`config.mk`:
```
export PLATFORM = sky130hd
export DESIGN_NAME = clk_period_monitor
export DESIGN_NICKNAME = d
export VERILOG_FILES = /design/src/rtl/clkmon_pkg.sv /design/src/rtl/edge_detect.sv /design/src/rtl/clk_period_monitor.sv
export SDC_FILE = /design/constraint.sdc
export NUM_CORES = 1
export LEC_CHECK = 0
export ABC_AREA = 1
export BUFFER_PORTS_ARGS = -buffer_cell sky130_fd_sc_hd__buf_2
export CAP_MARGIN = 20
export CORE_MARGIN = 3
export CORE_UTILIZATION = 66
export CTS_BUF_LIST = sky130_fd_sc_hd__clkbuf_4
export DETAILED_ROUTE_END_ITERATION = 10
export GPL_TIMING_DRIVEN = 0
export PLACE_DENSITY = 0.88
export RECOVER_POWER = 100
export SLEW_MARGIN = 40
export SYNTH_ARGS = -nofsm -noshare
export SYNTH_HDL_FRONTEND = slang
export SYNTH_SLANG_ARGS = --single-unit
```
`constraint.sdc`:
```
create_clock -name CLKin -period 5.25 [get_ports CLKin]
set_clock_uncertainty 0.15 [all_clocks]
set_input_delay 0.2625 -clock CLKin [delete_from_list [all_inputs] [get_ports CLKin]]
set_output_delay 0.2625 -clock CLKin [all_outputs]
set_load 0.05 [all_outputs]
```
`src/rtl/clkmon_pkg.sv`:
```
// Shared types and defaults for the divided-clock period monitor.
package clkmon_pkg;

   // Defaults shared with the divider bench: 8-bit counters, 5 high / 5 low.
   localparam int unsigned CLKMON_CW       = 8;
   localparam int unsigned CLKMON_EXP_HIGH = 5;
   localparam int unsigned CLKMON_EXP_LOW  = 5;

   typedef enum logic [1:0] {
      IDLE = 2'd0,
      HIGH = 2'd1,
      LOW  = 2'd2
   } state_t;

   // Absolute difference of two unsigned values without wrap-around.
   function automatic int unsigned abs_diff(int unsigned a, int unsigned b);
      return (a > b) ? (a - b) : (b - a);
   endfunction

endpackage

```
`src/rtl/edge_detect.sv`:
```
// Single-register edge detector for a signal already synchronous to clk.
module edge_detect #(
   parameter logic RST_VAL = 1'b1
) (
   input  logic clk,
   input  logic rst,
   input  logic d,
   output logic rise,
   output logic fall
);

   logic in_q;

   // Previous sample; reset value chosen so a level held across reset is not an edge.
   always_ff @(posedge clk or posedge rst) begin
      if (rst) begin
         in_q <= RST_VAL;
      end else begin
         in_q <= d;
      end
   end

   assign rise = d & ~in_q;
   assign fall = ~d & in_q;

endmodule

```
`src/rtl/clk_period_monitor.sv`:
```
// Measures high/low/period of a divided clock sampled in the CLKin domain and
// tracks lock, sticky error and no-edge timeout.
module clk_period_monitor
   import clkmon_pkg::*;
#(
   parameter int unsigned CW       = CLKMON_CW,
   parameter int unsigned EXP_HIGH = CLKMON_EXP_HIGH,
   parameter int unsigned EXP_LOW  = CLKMON_EXP_LOW,
   parameter int unsigned TOL      = 0,
   parameter int unsigned LOCK_N   = 2
) (
   input  logic          CLKin,
   input  logic          RST,
   input  logic          CLKdiv,
   input  logic          err_clr,
   output logic [CW-1:0] high_cnt,
   output logic [CW-1:0] low_cnt,
   output logic [CW:0]   period,
   output logic          valid,
   output logic          locked,
   output logic          timeout,
   output logic          err
);

   localparam int unsigned MRW = (LOCK_N > 0) ? $clog2(LOCK_N + 1) : 1;
   localparam logic [MRW-1:0] MR_LOCK = MRW'(LOCK_N);
   localparam logic [CW-1:0]  CNT_MAX = {CW{1'b1}};
   localparam logic [CW-1:0]  CNT_ONE = CW'(1);

   state_t          state;
   logic [CW-1:0]   cnt;
   logic [CW-1:0]   hi_tmp;
   logic [MRW-1:0]  match_run;
   logic            rise;
   logic            fall;
   logic            match;
   logic [MRW-1:0]  mr_inc;

   edge_detect #(
      .RST_VAL (1'b1)
   ) u_edge (
      .clk  (CLKin),
      .rst  (RST),
      .d    (CLKdiv),
      .rise (rise),
      .fall (fall)
   );

   // Tolerance test on the period being closed, plus saturating lock-run increment.
   always_comb begin
      match  = (abs_diff(32'(hi_tmp), EXP_HIGH) <= TOL) &&
               (abs_diff(32'(cnt), EXP_LOW) <= TOL);
      mr_inc = (match_run == MR_LOCK) ? match_run : match_run + MRW'(1);
   end

   // Level-length counter, phase FSM, publish registers and status flags.
   always_ff @(posedge CLKin or posedge RST) begin
      if (RST) begin
         state     <= IDLE;
         cnt       <= '0;
         hi_tmp    <= '0;
         match_run <= '0;
         high_cnt  <= '0;
         low_cnt   <= '0;
         period    <= '0;
         valid     <= 1'b0;
         locked    <= 1'b0;
         timeout   <= 1'b0;
         err       <= 1'b0;
      end else begin
         valid   <= 1'b0;
         timeout <= 1'b0;
         // Any error-setting assignment below overrides this clear.
         if (err_clr) begin
            err <= 1'b0;
         end
         unique case (state)
            IDLE: begin
               if (rise) begin
                  state <= HIGH;
                  cnt   <= CNT_ONE;
               end else begin
                  cnt   <= '0;
               end
            end
            HIGH: begin
               if (fall) begin
                  state  <= LOW;
                  hi_tmp <= cnt;
                  cnt    <= CNT_ONE;
               end else if (cnt == CNT_MAX) begin
                  state     <= IDLE;
                  cnt       <= '0;
                  timeout   <= 1'b1;
                  err       <= 1'b1;
                  locked    <= 1'b0;
                  match_run <= '0;
               end else begin
                  cnt <= cnt + CNT_ONE;
               end
            end
            LOW: begin
               if (rise) begin
                  state    <= HIGH;
                  cnt      <= CNT_ONE;
                  high_cnt <= hi_tmp;
                  low_cnt  <= cnt;
                  period   <= {1'b0, hi_tmp} + {1'b0, cnt};
                  valid    <= 1'b1;
                  if (match) begin
                     match_run <= mr_inc;
                     locked    <= (mr_inc == MR_LOCK);
                  end else begin
                     match_run <= '0;
                     locked    <= 1'b0;
                     if (locked) begin
                        err <= 1'b1;
                     end
                  end
               end else if (cnt == CNT_MAX) begin
                  state     <= IDLE;
                  cnt       <= '0;
                  timeout   <= 1'b1;
                  err       <= 1'b1;
                  locked    <= 1'b0;
                  match_run <= '0;
               end else begin
                  cnt <= cnt + CNT_ONE;
               end
            end
            default: begin
               state <= IDLE;
               cnt   <= '0;
            end
         endcase
      end
   end

endmodule

```
Yosys cells after proc, flatten, opt, wreduce, memory -nomap -nowiden
Cells that the tools add are included.

Logic and storage cells: 76. Register bits after elaboration: 50. Bits of input ports: 4. Output and inout bits: 29.

Reduce and logical (&&, ||, !) cells: 6. $lt $le $gt $ge: 4. Muxes and demuxes: 36. Bitwise gates (word level): 4. Equal/unequal tests: 7. Add/sub/neg operators: 7.

Operators with widths (count): 32-bit by 1-bit less-or-equal comparator with 1-bit output (second input constant) (2); 32-bit two-way mux (2); 8-bit two-way mux (3); 8-bit case mux with 3 select lines (1); 2-bit two-way mux (9); 3-bit by 8-bit subtractor with 9-bit output (first input constant) (2); 8-bit by 3-bit subtractor with 9-bit output (second input constant) (2); 8-bit by 3-bit greater-than comparator with 1-bit output (second input constant) (2); 1-bit two-way mux (16); 8-bit by 8-bit adder with 9-bit output (1); 8-bit by 1-bit adder with 8-bit output (second input constant) (1); 8-bit == test (second input constant) (1); 2-bit == test (second input constant) (3); 1-bit case mux with 2 select lines (3); 2-bit case mux with 3 select lines (1); 2-bit AND reduction (3); 2-bit inequality test (second input constant) (2); 2-bit case mux with 2 select lines (1); 2-bit by 1-bit adder with 2-bit output (second input constant) (1); 1-bit bitwise AND (2); 2-bit by 1-bit == test with 1-bit output (second input constant) (1); 2-bit logical NOT (1); 1-bit NOT (2); 2-bit nonzero test (1); 1-bit logical AND (1).

Depth between registers and ports, before layout
Word-level depth: 7. Mapped depth: 16. Gate-level depth less buffers: 16.

Hierarchy
Synthesis repeated with hierarchy kept, for this count alone.

Cell total of the unflattened synthesis: 432. Area total of the unflattened synthesis: 3208.1 µm².

By module, submodules not included: clk_period_monitor (area an instance 3163.0 µm², instances 1, sequential area each 1226.2 µm², cells each 426); edge_detect (area an instance 45.0 µm², instances 1, sequential area each 26.3 µm², cells each 6).

Least setup slack after synthesis
No wires, ideal clock.

Path type: register to register. From: reg hi_tmp[2]. To: reg period[7]. Stages on the path, launching flop included: 13. Data arrival time: 1761 ps. Library setup time: 118 ps. Path buffers: 0. Required time: 4982 ps. Setup slack: 3221 ps. Period minus slack after synthesis: 2029 ps. Path through: dfrtp_1 ha_1 a21oi_1 nand2_1 nand2_1 nand2_1 a21oi_1 nor2_1 o21ai_0 nand2_1 xor2_1 nand2_1 nand2_1.

Word-level cells in the longest chain between the ends: 1.

RTL lines: from (decl) (line clk_period_monitor.sv:32) `logic [CW-1:0] hi_tmp;`; from (signal assigned) (line clk_period_monitor.sv:89) `hi_tmp <= cnt;`; 8-bit by 8-bit adder with 9-bit output (line clk_period_monitor.sv:108) `period <= {1'b0, hi_tmp} + {1'b0, cnt};`; to (signal assigned) (line clk_period_monitor.sv:108); to (decl) (line clk_period_monitor.sv:18) `output logic [CW:0] period,`.

Every way passes these cells. A chain may end at the register's enable or synchronous reset.

Worst setup path after layout
From: in CLKdiv. To: reg low_cnt[6].

Word-level cells in the longest chain between the ends: 2.

RTL lines: from (decl) (line clk_period_monitor.sv:14) `input logic CLKdiv,`; 1-bit bitwise AND (line edge_detect.sv:23) `assign rise = d & ~in_q;`; 2-bit AND reduction (no source line); to (signal assigned) (line clk_period_monitor.sv:107) `low_cnt <= cnt;`; to (decl) (line clk_period_monitor.sv:17) `output logic [CW-1:0] low_cnt,`.

Every way passes these cells.

==> flow_summary.json <==
{
  "required_ns": 5.35,
  "synth_cells": 427,
  "clockBufferDepth": 2,
  "drt_iter0_markers": 262,
  "cts_root_buffer": "clkbuf_4",
  "synth_seq_cells": 50,
  "maxSlewViolCount": 0,
  "relSlewSlack_pct": 5.92,
  "htreeDepth": 2,
  "rsz0062_at_grt": "no",
  "hold_path_end": "err",
  "wire_per_inst_um": 15.0,
  "ios": 33,
  "min_path_cells": 4,
  "drive_gt1_share_pct": 7.25,
  "antenna_found_initial": 0,
  "worstSetupPathType": "in2reg",
  "grt.total_usage_pct": 30.9,
  "min_period_ns": 2.80,
  "setup_ws_ns": 2.45,
  "cts_setup_buffers": 0,
  "p_leak_nw": 1.78,
  "synthArstFlopShare_pct": 100,
  "port_buffers": 32,
  "clkTransAtPathRegs_ns": 0.13,
  "holdCritPathClass": "in2reg",
  "tns_ns": 0,
  "grt_max_degree": 27,
  "setup_viol": 0,
  "fin_nets": 497,
  "seq_area_sq_mm": 0.00125,
  "seq_area_frac_synth_pct": 38.9,
  "crit_top_cell": "inv_1",
  "max-cap-violations": 0,
  "final_cell_count_no_fill": 534,
  "hold_start": "err_clr",
  "synth_edf_count": 0,
  "synthesis.nets": 455,
  "clock-sinks": 50,
  "end_kind": "register",
  "hold_viol": 0,
  "synth.most_common_cell": "nand2_1",
  "synth.area.top_cells": "dfrtp_1 38%, nand2_1 15%, ha_1 8.9%",
  "path_buf_inv": 6,
  "fmax_ghz": 0.357,
  "diodes": 0,
  "drc": 0,
  "crit_fanout": 10,
  "via_per_inst": 5.59,
  "grt_pass1_vias": 2895,
  "final_antenna_net_count": 0,
  "dpl.cell_count": 525,
  "avgSynthCellArea_sq_um": 7.53,
  "area_growth_pct": 8.17,
  "power.density_mw_per_mm2": 492,
  "yosys.area.top_type_share_pct": 38.1,
  "critical_path.top_delay_family": "buffers and inverters",
  "multi_input_area_sq_mm": 0.00170,
  "vias": 2983,
  "max-vdd-ir-drop_mv": 0.355,
  "worst_path_max_delay_cell": "nor2_1",
  "drt_wl_total_mm": 7.99,
  "critical_path.max_stage_delay_ns": 0.56,
  "dpl.hpwl_mm": 6.13,
  "cts_made_buffers": 5,
  "pre_cts_ws_ns": 2.88,
  "nFillCells": 362,
  "syn_area_sq_mm": 0.00322,
  "die_h_um": 75.8,
  "r2r_start": "state[0]",
  "start_util_pct": 70.9,
  "gr-total-overflow": 0,
  "outcome": "finished clean",
  "worst_slew_pin_slew_ns": 1.41,
  "cts_tree": "built",
  "critPathArrivalTime_ns": 2.91,
  "clock_latency_ns": 0.38,
  "yosys_warnings": 0,
  "crit_chain": "dlygate4sd3_1, clkbuf_1, inv_1, nor2_1, inv_1, nor2_1, inv_1, clkbuf_1, nand2_1, o21ai_0",
  "ff2ff_path_depth": 8,
  "post-route-period-util_pct": 53.3,
  "ys_types": 37,
  "synth_top_cell_by_area": "dfrtp_1",
  "synth_common_cells": "127 x nand2_1, 49 x dfrtp_1, 47 x inv_1",
  "synth_flop_cell": "dfrtp_1",
  "die_x_um": 75.8,
  "first_pass_iters": 6,
  "cp-start-kind": "input port",
  "rows": 24,
  "dieArea_sq_mm": 0.00575,
  "regToRegEndpoint": "low_cnt[6]",
  "reg2reg_setup_slack_ns": 2.55,
  "core_sq_mm": 0.00453,
  "grt_pass1_wl_mm": 13.3,
  "globalplace.congestion": 0.936
}
[cell usage in the layout, fill, tap and decap left out, types with 3 or more instances in the layout]
cell type | Yosys | final
ha_1 | 23 | 23
clkbuf_1 | 5 | 37
xor2_1 | 8 | 8
nor3_1 | 3 | 3
inv_2 | 6 | 5
clkbuf_4 | 0 | 5
o211ai_1 | 4 | 4
nor2_1 | 36 | 38
o21ai_1 | 3 | 3
nand3_1 | 23 | 23
o21ai_0 | 40 | 40
nand4_1 | 8 | 8
dfrtp_1 | 49 | 49
nand2_1 | 127 | 128
nand2_2 | 6 | 6
inv_1 | 47 | 47
a21oi_1 | 10 | 10
[layer usage]
metal	GRT usage [%]	vias to the layer above	share of wire [%]
li1	-	1460	-
met1	38.3	1380	43
met2	52.1	114	49
met3	6.99	29	5.7
met4	11.8	0	2.7
met5	0	-	0
[flip-flops by register name, indices dropped and copies added, names as in the netlist, 2 cells and up]
name	cells
low_cnt	8
match_run	2
hi_tmp	8
state	2
period	9
high_cnt	8
cnt	8
[kinds of logic after synthesis]
kind of cell | Yosys count | share of synthesized area (%)
simple gates | 216 | 29.7
compound gates | 67 | 11.7
buf+inv | 61 | 7.63
flops | 50 | 38.9
fa+ha+maj | 24 | 9.57
xor+xnor | 9 | 2.45
[what timing repair did]
item,CTS,global route
hold buffers,2,0
endpoints found under the hold margin,46,0
gates resized for setup,0,0
[cell type report]
cell class / instances / area share (%)
buffer: 8 / 1.33
clock buffer: 5 / 1.08
clock inverter: 2 / 0.432
inverter: 53 / 5.76
multi-input combinational: 316 / 48.9
sequential: 50 / 36.0
tap: 65 / 2.34
timing repair buffer: 35 / 4.17
[worst min-delay path, stage by stage]
cell and delay [ns]:
buf_2 0.07, nor2_1 0.06, nor2_1 0.12, a21oi_2 0.05
[where the power goes]
part / internal (W) / switching, W / total [W]
Clock: 0.0000496 / 0.000128 / 0.000177
Sequential: 0.000501 / 0.0000954 / 0.000597
Combinational: 0.000230 / 0.000707 / 0.000937
Total: 0.000781 / 0.000930 / 0.00171
[worst max path at each step]
| stage | depth (start not counted) | endpoint | slack (ns) | startpoint |
|---|---|---|---|---|
| after CTS | 15 | err | 2.85 | cnt[1] |
| after global routing | 4 | cnt[0] | 2.24 | RST |
| after floorplan | 12 | period[7] | 3.22 | hi_tmp[2] |
| after global placement | 15 | err | 2.89 | cnt[1] |
| final | 10 | low_cnt[6] | 2.45 | CLKdiv |
| after detailed placement | 15 | err | 2.88 | cnt[1] |
[through the flow]
| step | hold WS [ns] | total power [W] | util, % | instance area, sq um |
|---|---|---|---|---|
| 2_1_floorplan | 0.117 | 0.00133 | - | 3220 |
| 3_3_place_gp | 0.229 | 0.00152 | 76.2 | 3460 |
| 3_5_place_dp | 0.109 | 0.00156 | 76.7 | 3480 |
| 4_1_cts | 0.0407 | 0.00173 | 78.3 | 3550 |
| 5_1_grt | 0.0819 | 0.00184 | 76.7 | 3480 |
| 6_report | 0.0710 | 0.00171 | 76.7 | 3480 |
Power figures use the tool's default switching activity.
